### src/rtl/fetch_pkg.sv
// rtl/fetch_pkg.sv - shared types and defaults for the instruction fetch stage
package fetch_pkg;

    localparam int          FETCH_WIDTH    = 32;
    localparam logic [31:0] FETCH_RESET_PC = 32'h0000_0000;

    typedef enum logic {
        S_BOOT = 1'b0,
        S_RUN  = 1'b1
    } fetch_state_t;

endpackage

### src/rtl/if_id_reg.sv
// rtl/if_id_reg.sv - IF/ID pipeline register bank with hold and valid squash
module if_id_reg #(
    parameter int WIDTH = 32
) (
    input  logic             clk,
    input  logic             rst,
    input  logic             hold,
    input  logic             valid_in,
    input  logic [WIDTH-1:0] instr_in,
    input  logic [WIDTH-1:0] pc_in,
    input  logic [WIDTH-1:0] pcplus4_in,
    output logic [WIDTH-1:0] instr_D,
    output logic [WIDTH-1:0] PC_D,
    output logic [WIDTH-1:0] PCPlus4_D,
    output logic             valid_D
);

    always_ff @(posedge clk or negedge rst) begin
        if (!rst) begin
            instr_D   <= '0;
            PC_D      <= '0;
            PCPlus4_D <= '0;
            valid_D   <= 1'b0;
        end else if (!hold) begin
            instr_D   <= instr_in;
            PC_D      <= pc_in;
            PCPlus4_D <= pcplus4_in;
            valid_D   <= valid_in;
        end
    end

endmodule

### src/rtl/fetch_stage.sv
// rtl/fetch_stage.sv - PC sequencing and synchronous-ROM fetch feeding the IF/ID register
module fetch_stage
    import fetch_pkg::*;
#(
    parameter int               WIDTH    = FETCH_WIDTH,
    parameter logic [WIDTH-1:0] RESET_PC = WIDTH'(FETCH_RESET_PC)
) (
    input  logic             clk,
    input  logic             rst,
    input  logic             Stall,
    input  logic             PCsrc,
    input  logic [WIDTH-1:0] ImmOp,
    output logic [WIDTH-1:0] imem_addr,
    input  logic [WIDTH-1:0] imem_data,
    output logic [WIDTH-1:0] instr_D,
    output logic [WIDTH-1:0] PC_D,
    output logic [WIDTH-1:0] PCPlus4_D,
    output logic             valid_D
);

    localparam logic [WIDTH-1:0] FOUR       = WIDTH'(4);
    localparam logic [WIDTH-1:0] ALIGN_MASK = ~WIDTH'(3);

    fetch_state_t     state, state_next;
    logic [WIDTH-1:0] pcf, pcf_next;
    logic [WIDTH-1:0] pc_q, pc_q_next;
    logic             inflight_valid, inflight_next;
    logic             ifid_hold, ifid_valid_in;
    logic             redirect;
    logic [WIDTH-1:0] target;

    // Branches only resolve against a real instruction and never while decode is busy
    assign redirect = (state == S_RUN) && PCsrc && valid_D && !Stall;
    assign target   = (PC_D + ImmOp) & ALIGN_MASK;

    always_ff @(posedge clk or negedge rst) begin
        if (!rst) begin
            state          <= S_BOOT;
            pcf            <= RESET_PC;
            pc_q           <= RESET_PC;
            inflight_valid <= 1'b0;
        end else begin
            state          <= state_next;
            pcf            <= pcf_next;
            pc_q           <= pc_q_next;
            inflight_valid <= inflight_next;
        end
    end

    always_comb begin
        state_next    = state;
        imem_addr     = pcf;
        pcf_next      = pcf;
        pc_q_next     = pc_q;
        inflight_next = inflight_valid;
        ifid_hold     = 1'b0;
        ifid_valid_in = inflight_valid;
        case (state)
            S_BOOT: begin
                state_next    = S_RUN;
                pc_q_next     = RESET_PC;
                pcf_next      = RESET_PC + FOUR;
                inflight_next = 1'b1;
                ifid_valid_in = 1'b0;
            end
            S_RUN: begin
                if (Stall) begin
                    // Re-read pc_q so the ROM output is still the right word on release
                    imem_addr = pc_q;
                    ifid_hold = 1'b1;
                end else if (redirect) begin
                    imem_addr     = target;
                    pc_q_next     = target;
                    pcf_next      = target + FOUR;
                    inflight_next = 1'b1;
                    ifid_valid_in = 1'b0;
                end else begin
                    pc_q_next     = pcf;
                    pcf_next      = pcf + FOUR;
                    inflight_next = 1'b1;
                end
            end
        endcase
    end

    if_id_reg #(.WIDTH(WIDTH)) u_if_id (
        .clk        (clk),
        .rst        (rst),
        .hold       (ifid_hold),
        .valid_in   (ifid_valid_in),
        .instr_in   (imem_data),
        .pc_in      (pc_q),
        .pcplus4_in (pc_q + FOUR),
        .instr_D    (instr_D),
        .PC_D       (PC_D),
        .PCPlus4_D  (PCPlus4_D),
        .valid_D    (valid_D)
    );

endmodule

### config.mk
export PLATFORM = sky130hd
export DESIGN_NAME = fetch_stage
export DESIGN_NICKNAME = d
export VERILOG_FILES = /design/src/rtl/fetch_pkg.sv /design/src/rtl/if_id_reg.sv /design/src/rtl/fetch_stage.sv
export SDC_FILE = /design/constraint.sdc
export NUM_CORES = 1
export LEC_CHECK = 0
export CAP_MARGIN = 20
export CORE_MARGIN = 4
export CORE_UTILIZATION = 39
export CTS_BUF_LIST = sky130_fd_sc_hd__clkbuf_4
export CTS_CLUSTER_DIAMETER = 30
export DETAILED_ROUTE_END_ITERATION = 8
export PLACE_DENSITY = 0.65
export SYNTH_ARGS = -nofsm -noshare
export SYNTH_HDL_FRONTEND = slang
export SYNTH_SLANG_ARGS = --single-unit
export TNS_END_PERCENT = 100
### constraint.sdc
create_clock -name clk -period 7.5 [get_ports clk]
set_input_delay 2.25 -clock clk [delete_from_list [all_inputs] [get_ports clk]]
set_output_delay 2.25 -clock clk [all_outputs]
set_load 0.01 [all_outputs]
* After elaboration in Yosys (flattened, before gate mapping)
Cells that the tools add are included.
** Cells by class
- Reductions and logical operators :: 4
- Add/sub/neg operators :: 4
- Bitwise gates (word level) :: 1
- Equal/unequal tests :: 1
- Mux-type cells :: 14
** Operators by type and width (count)
- 2-to-1 mux 32 bit :: 5
- case mux 32 bit (2 select lines) :: 2
- adder 32 x 3 -> 32 bit, second input constant :: 3
- adder 32 bit :: 1
- 2-to-1 mux 1 bit :: 5
- case mux 1 bit (2 select lines) :: 2
- logical AND 1 bit :: 3
- inequality test 2 bit, second input constant :: 1
- zero test 1 bit :: 1
- inverter 1 bit :: 1
** Storage, ports and cells
- Output and inout bits :: 129
- Word-level logic and storage cells :: 32
- Register bits :: 163
- Input bits :: 68

* Longest topological paths before layout
- Depth in word-level cells :: 6
- Mapped depth :: 16
- Gate-level depth less buffers :: 12

* By module
Synthesis repeated with hierarchy kept, for this count alone.
** Second synthesis, totals
- Cells, all modules :: 964
- Area, all modules :: 9686.8 sq um
** Modules (own cells, without submodules)
- fetch_stage :: cells each 759, area an instance 5968.2 sq um, instances 1
- if_id_reg :: cells each 205, area an instance 3718.6 sq um, instances 1

* Least setup slack after synthesis
Ideal clock, no wire load.
- Path kind :: input to output
- Start point :: in ImmOp[23]
- End point :: out imem_addr[31]
- Cell stages on the path :: 12
- Data required time :: 5.250 ns
- Path buffers :: 1
- Slack :: 0.401 ns
- Data arrival time :: 4.849 ns
- Cells stage by stage :: ha_1 > clkbuf_1 > a21o_1 > a21o_1 > a2111oi_1 > o31ai_1 > a311o_1 > a21oi_1 > xnor2_1 > o21ai_0 > mux2i_1 > a21oi_1
** On the way
- Word-level cells in the longest chain between the ends :: 4
** Ends and longest elaborated chain
- start, declared :: RTL line fetch_stage.sv:12 : input logic [WIDTH-1:0] ImmOp,
- adder 32 bit :: RTL line fetch_stage.sv:34 : assign target = (PC_D + ImmOp) & ALIGN_MASK;
- 2-to-1 mux 32 bit :: RTL line fetch_stage.sv:71 : end else if (redirect) begin
- 2-to-1 mux 32 bit :: RTL line fetch_stage.sv:67 : if (Stall) begin
- 2-to-1 mux 32 bit :: RTL line fetch_stage.sv:58 : case (state)
- end, declared :: RTL line fetch_stage.sv:13 : output logic [WIDTH-1:0] imem_addr,
Every way passes these cells.

* Worst setup path after layout
- Start point :: in ImmOp[2]
- End point :: out imem_addr[24]
Same word-level chain as after synthesis.

==> flow_summary_export.csv <==
group,metric,value,unit
outcome,status,"finished, final reports clean",
detailed_routing,drc,0,
setup_path,critical-path-top-delay-family,"simple AND/OR/NAND/NOR gates",
timing,finalSetupViolCount,0,
setup_path,r2r_slack,3.47,ns
detailed_routing,wl_per_cell,17.09,um
power_and_ir_drop,irDropWorstVdd,0.08298,mV
global_route,first_global_vias,9287,
detailed_routing,wl,30.98,mm
synth,async_flop_share,1.000,
setup_path,path_max_fanout,4,
timing,max_freq,135.2,MHz
detailed_routing,drt_pass1_iterations,5,
global_route,grt_pass1_wl,49.50,mm
synth,seq_area_frac_synth,0.4073,
worst_hold_path,whs_path_depth,2,
detailed_routing,vias_per_cell,5.282,
power_and_ir_drop,power.density,136.1,nW/um2
floorplanning,die_h,166.3,um
clock_tree,clock_sinks,159,
cells_and_area,instances_no_fill,1813,
synth,synth.distinct_cells,83,
cells_and_area,final_nets,1575,
timing,slew_headroom,0.4189,
placement,dp.cells,1770,
setup_path,cpPeakStageDelay,0.49,ns
clock_tree,root_buffer,"clkbuf_4",
timing,tightest_slew,0.8649,ns
worst_hold_path,hp-start,"u_if_id.instr_D[8]",
placement,place_congestion,0.8994,
cells_and_area,mostFrequentLayoutCells,"nand2_1, clkdlybuf4s50_1, buf_4",
setup_path,critPathArrivalTime,5.15,ns
synth,syn-num-nets,1258,
synth,ys_warn_count,0,
setup_path,path_buf_inv,3,
placement,place_hpwl,23.07,mm
clock_tree,insertion_delay,0.57,ns
timing,final.min_clock_period,7.398,ns
timing,rsz0062_at_grt,"yes",
setup_path,slowest_stage,"or4_1",
clock_tree,cts_tree,"yes",
floorplanning,initial_core_util,0.3994,
setup_path,startpoint_type,"input pin",
run,timing.max_cap.violations,0,
clock_tree,clk_pin_slew,0.15,ns
timing,finalMaxSlewViolations,0,
synth,ys_ff_latch,159,
power_and_ir_drop,cellLeakagePower,6.588,nW
synth,synth.avg_cell_area,8.436,um2
synth,netlist_instances,1158,
setup_path,end_kind,"primary output",
setup_path,crit_path_cell_trace,"clkdlybuf4s50_1 > ha_1 > nor2_2 > a22oi_4 > buf_4 > nand3_4 > a31oi_4 > and4_1 > or4_1 > o21a_1 > a211oi_2 > a21o_1 > clkdlybuf4s15_2",
floorplanning,core_area,24460,um2
cells_and_area,final_common_cell,"nand2_1",
synth,ys.flop_type,"dfrtp_1",
timing,skew,0.01805,ns
detailed_routing,vias,9576,
clock_tree,ctsHoldBuffers,0,
detailed_routing,drtAntennaViolNets,0,
clock_tree,cts_buffer_depth,2,
placement,numPortBuffers,196,
global_route,grt_max_degree,90,
timing,fin_crit_sh,0.9864,
clock_tree,numCtsBuffers,17,
cells_and_area,drive_gt1_frac,0.2036,
worst_hold_path,worstHoldPathType,"reg2reg",
timing,hold_viol,0,
floorplanning,die-area,27650,um2
detailed_routing,drtIter0Drc,682,
setup_path,crit_required,5.25,ns
setup_path,crit_start,"ImmOp[2]",
setup_path,reg2reg_depth,11,
global_route,grt_antenna_before_repair,1,
timing,holdWs,0.4831,ns
floorplanning,die_x,166.3,um
cells_and_area,syn_to_final_growth,41.62,%
setup_path,reg2reg_to,"pcf[31]",
synth,netlist_area,9769,um2
timing,fin_tns_setup,0,ns
synth,synth_edf_count,0,
worst_hold_path,hold_end,"u_if_id.instr_D[8]",
global_route,overflow,0,
floorplanning,num_io_pins,197,
setup_path,critPathKind,"in2out",
clock_tree,h-tree-depth,4,
global_route,grt_use_total,0.2186,
setup_path,reg2reg_from,"state",
floorplanning,row_count,57,
==> worst max-delay path by stage <==
stage | end | slack, ns | depth (start not counted)
3_5_place_dp | imem_addr[31] | -0.52 | 14
4_1_cts | imem_addr[25] | -0.17 | 14
3_3_place_gp | imem_addr[24] | -0.44 | 12
6_report | imem_addr[24] | 0.10 | 13
2_1_floorplan | imem_addr[31] | 0.40 | 12
5_1_grt | imem_addr[20] | -0.04 | 13
==> report_power, final <==
group	internal, mW	switching, mW
sequential	0.895	0.0320
combinational	0.223	0.229
clock	0.141	0.364
==> cells by family after synthesis <==
kind of cell / synth area share
fa+ha+maj: 0.04098
flops: 0.4073
other cells: 0.0003839
simple gates: 0.2520
compound gates: 0.1847
buf+inv: 0.03676
xor+xnor: 0.05020
mux: 0.02766
==> sequential cells by signal, summed over array words and instances (netlist names) <==
| name | cells |
|---|---|
| inflight_valid | 1 |
| pc_q | 32 |
| state | 1 |
| u_if_id.PCPlus4_D | 32 |
| u_if_id.instr_D | 32 |
| u_if_id.valid_D | 1 |
| pcf | 30 |
| u_if_id.PC_D | 30 |
==> through the flow <==
step,power [mW],setup slack (ns),area (um2),utilization
5_1_grt,1.992,-0.04330,13840,0.5656
2_1_floorplan,1.129,0.4006,9769,-
3_5_place_dp,1.370,-0.5184,13050,0.5333
4_1_cts,1.887,-0.1708,13440,0.5493
3_3_place_gp,1.366,-0.4448,13050,0.5333
6_report,1.884,0.1022,13840,0.5656
==> what timing repair did <==
item,CTS,global route
endpoints found under the setup margin,17,23
gates resized for setup,47,78
setup buffers,6,4
pin swaps,19,28
cloned,0,0
==> layout make-up <==
type | instances | area (um2)
Sequential cell | 159 | 3979
Fill cell | 2227 | 10630
Antenna cell | 1 | 2.502
Tap cell | 324 | 405.4
Clock inverter | 15 | 126.4
Timing Repair Buffer | 363 | 3254
Multi-Input combinational cell | 920 | 5888
Clock buffer | 17 | 127.6
Inverter | 14 | 52.55
==> synthesized netlist by cell type (10+ instances only) <==
cell type | count | area [um2]
a211oi_1 | 17 | 127.6
a21o_1 | 41 | 307.8
a21oi_1 | 47 | 235.2
and3_1 | 19 | 118.9
buf_2 | 14 | 70.07
clkbuf_1 | 40 | 150.1
dfrtp_1 | 159 | 3979
ha_1 | 32 | 400.4
inv_1 | 13 | 48.80
mux2i_1 | 27 | 270.3
nand2_1 | 304 | 1141
nand3_1 | 31 | 155.2
nand4_1 | 19 | 118.9
nor2_1 | 98 | 367.9
nor3_1 | 11 | 55.05
o21a_1 | 10 | 75.07
o21ai_0 | 62 | 310.3
xnor2_1 | 36 | 315.3
xor2_1 | 20 | 175.2
==> metal layers <==
metal	vias up	part of all wire	track usage
li1	4684	-	-
met1	4546	0.45	0.2978
met2	314	0.45	0.3459
met3	32	0.077	0.06760
met4	0	0.014	0.04660
met5	-	0	0
==> worst register-to-register path: stages, from the launching register on <==
cell     delay [ns]
dfrtp_1        0.62
and2b_1        0.25
nand3_4        0.26
buf_4          0.35
o31ai_2        0.31
buf_4          0.17
and3_1         0.32
nor4b_2        0.49
and4b_1        0.40
nand3_1        0.17
or4_1          0.44
a31oi_1        0.19
(Power assumes the default switching activity.)
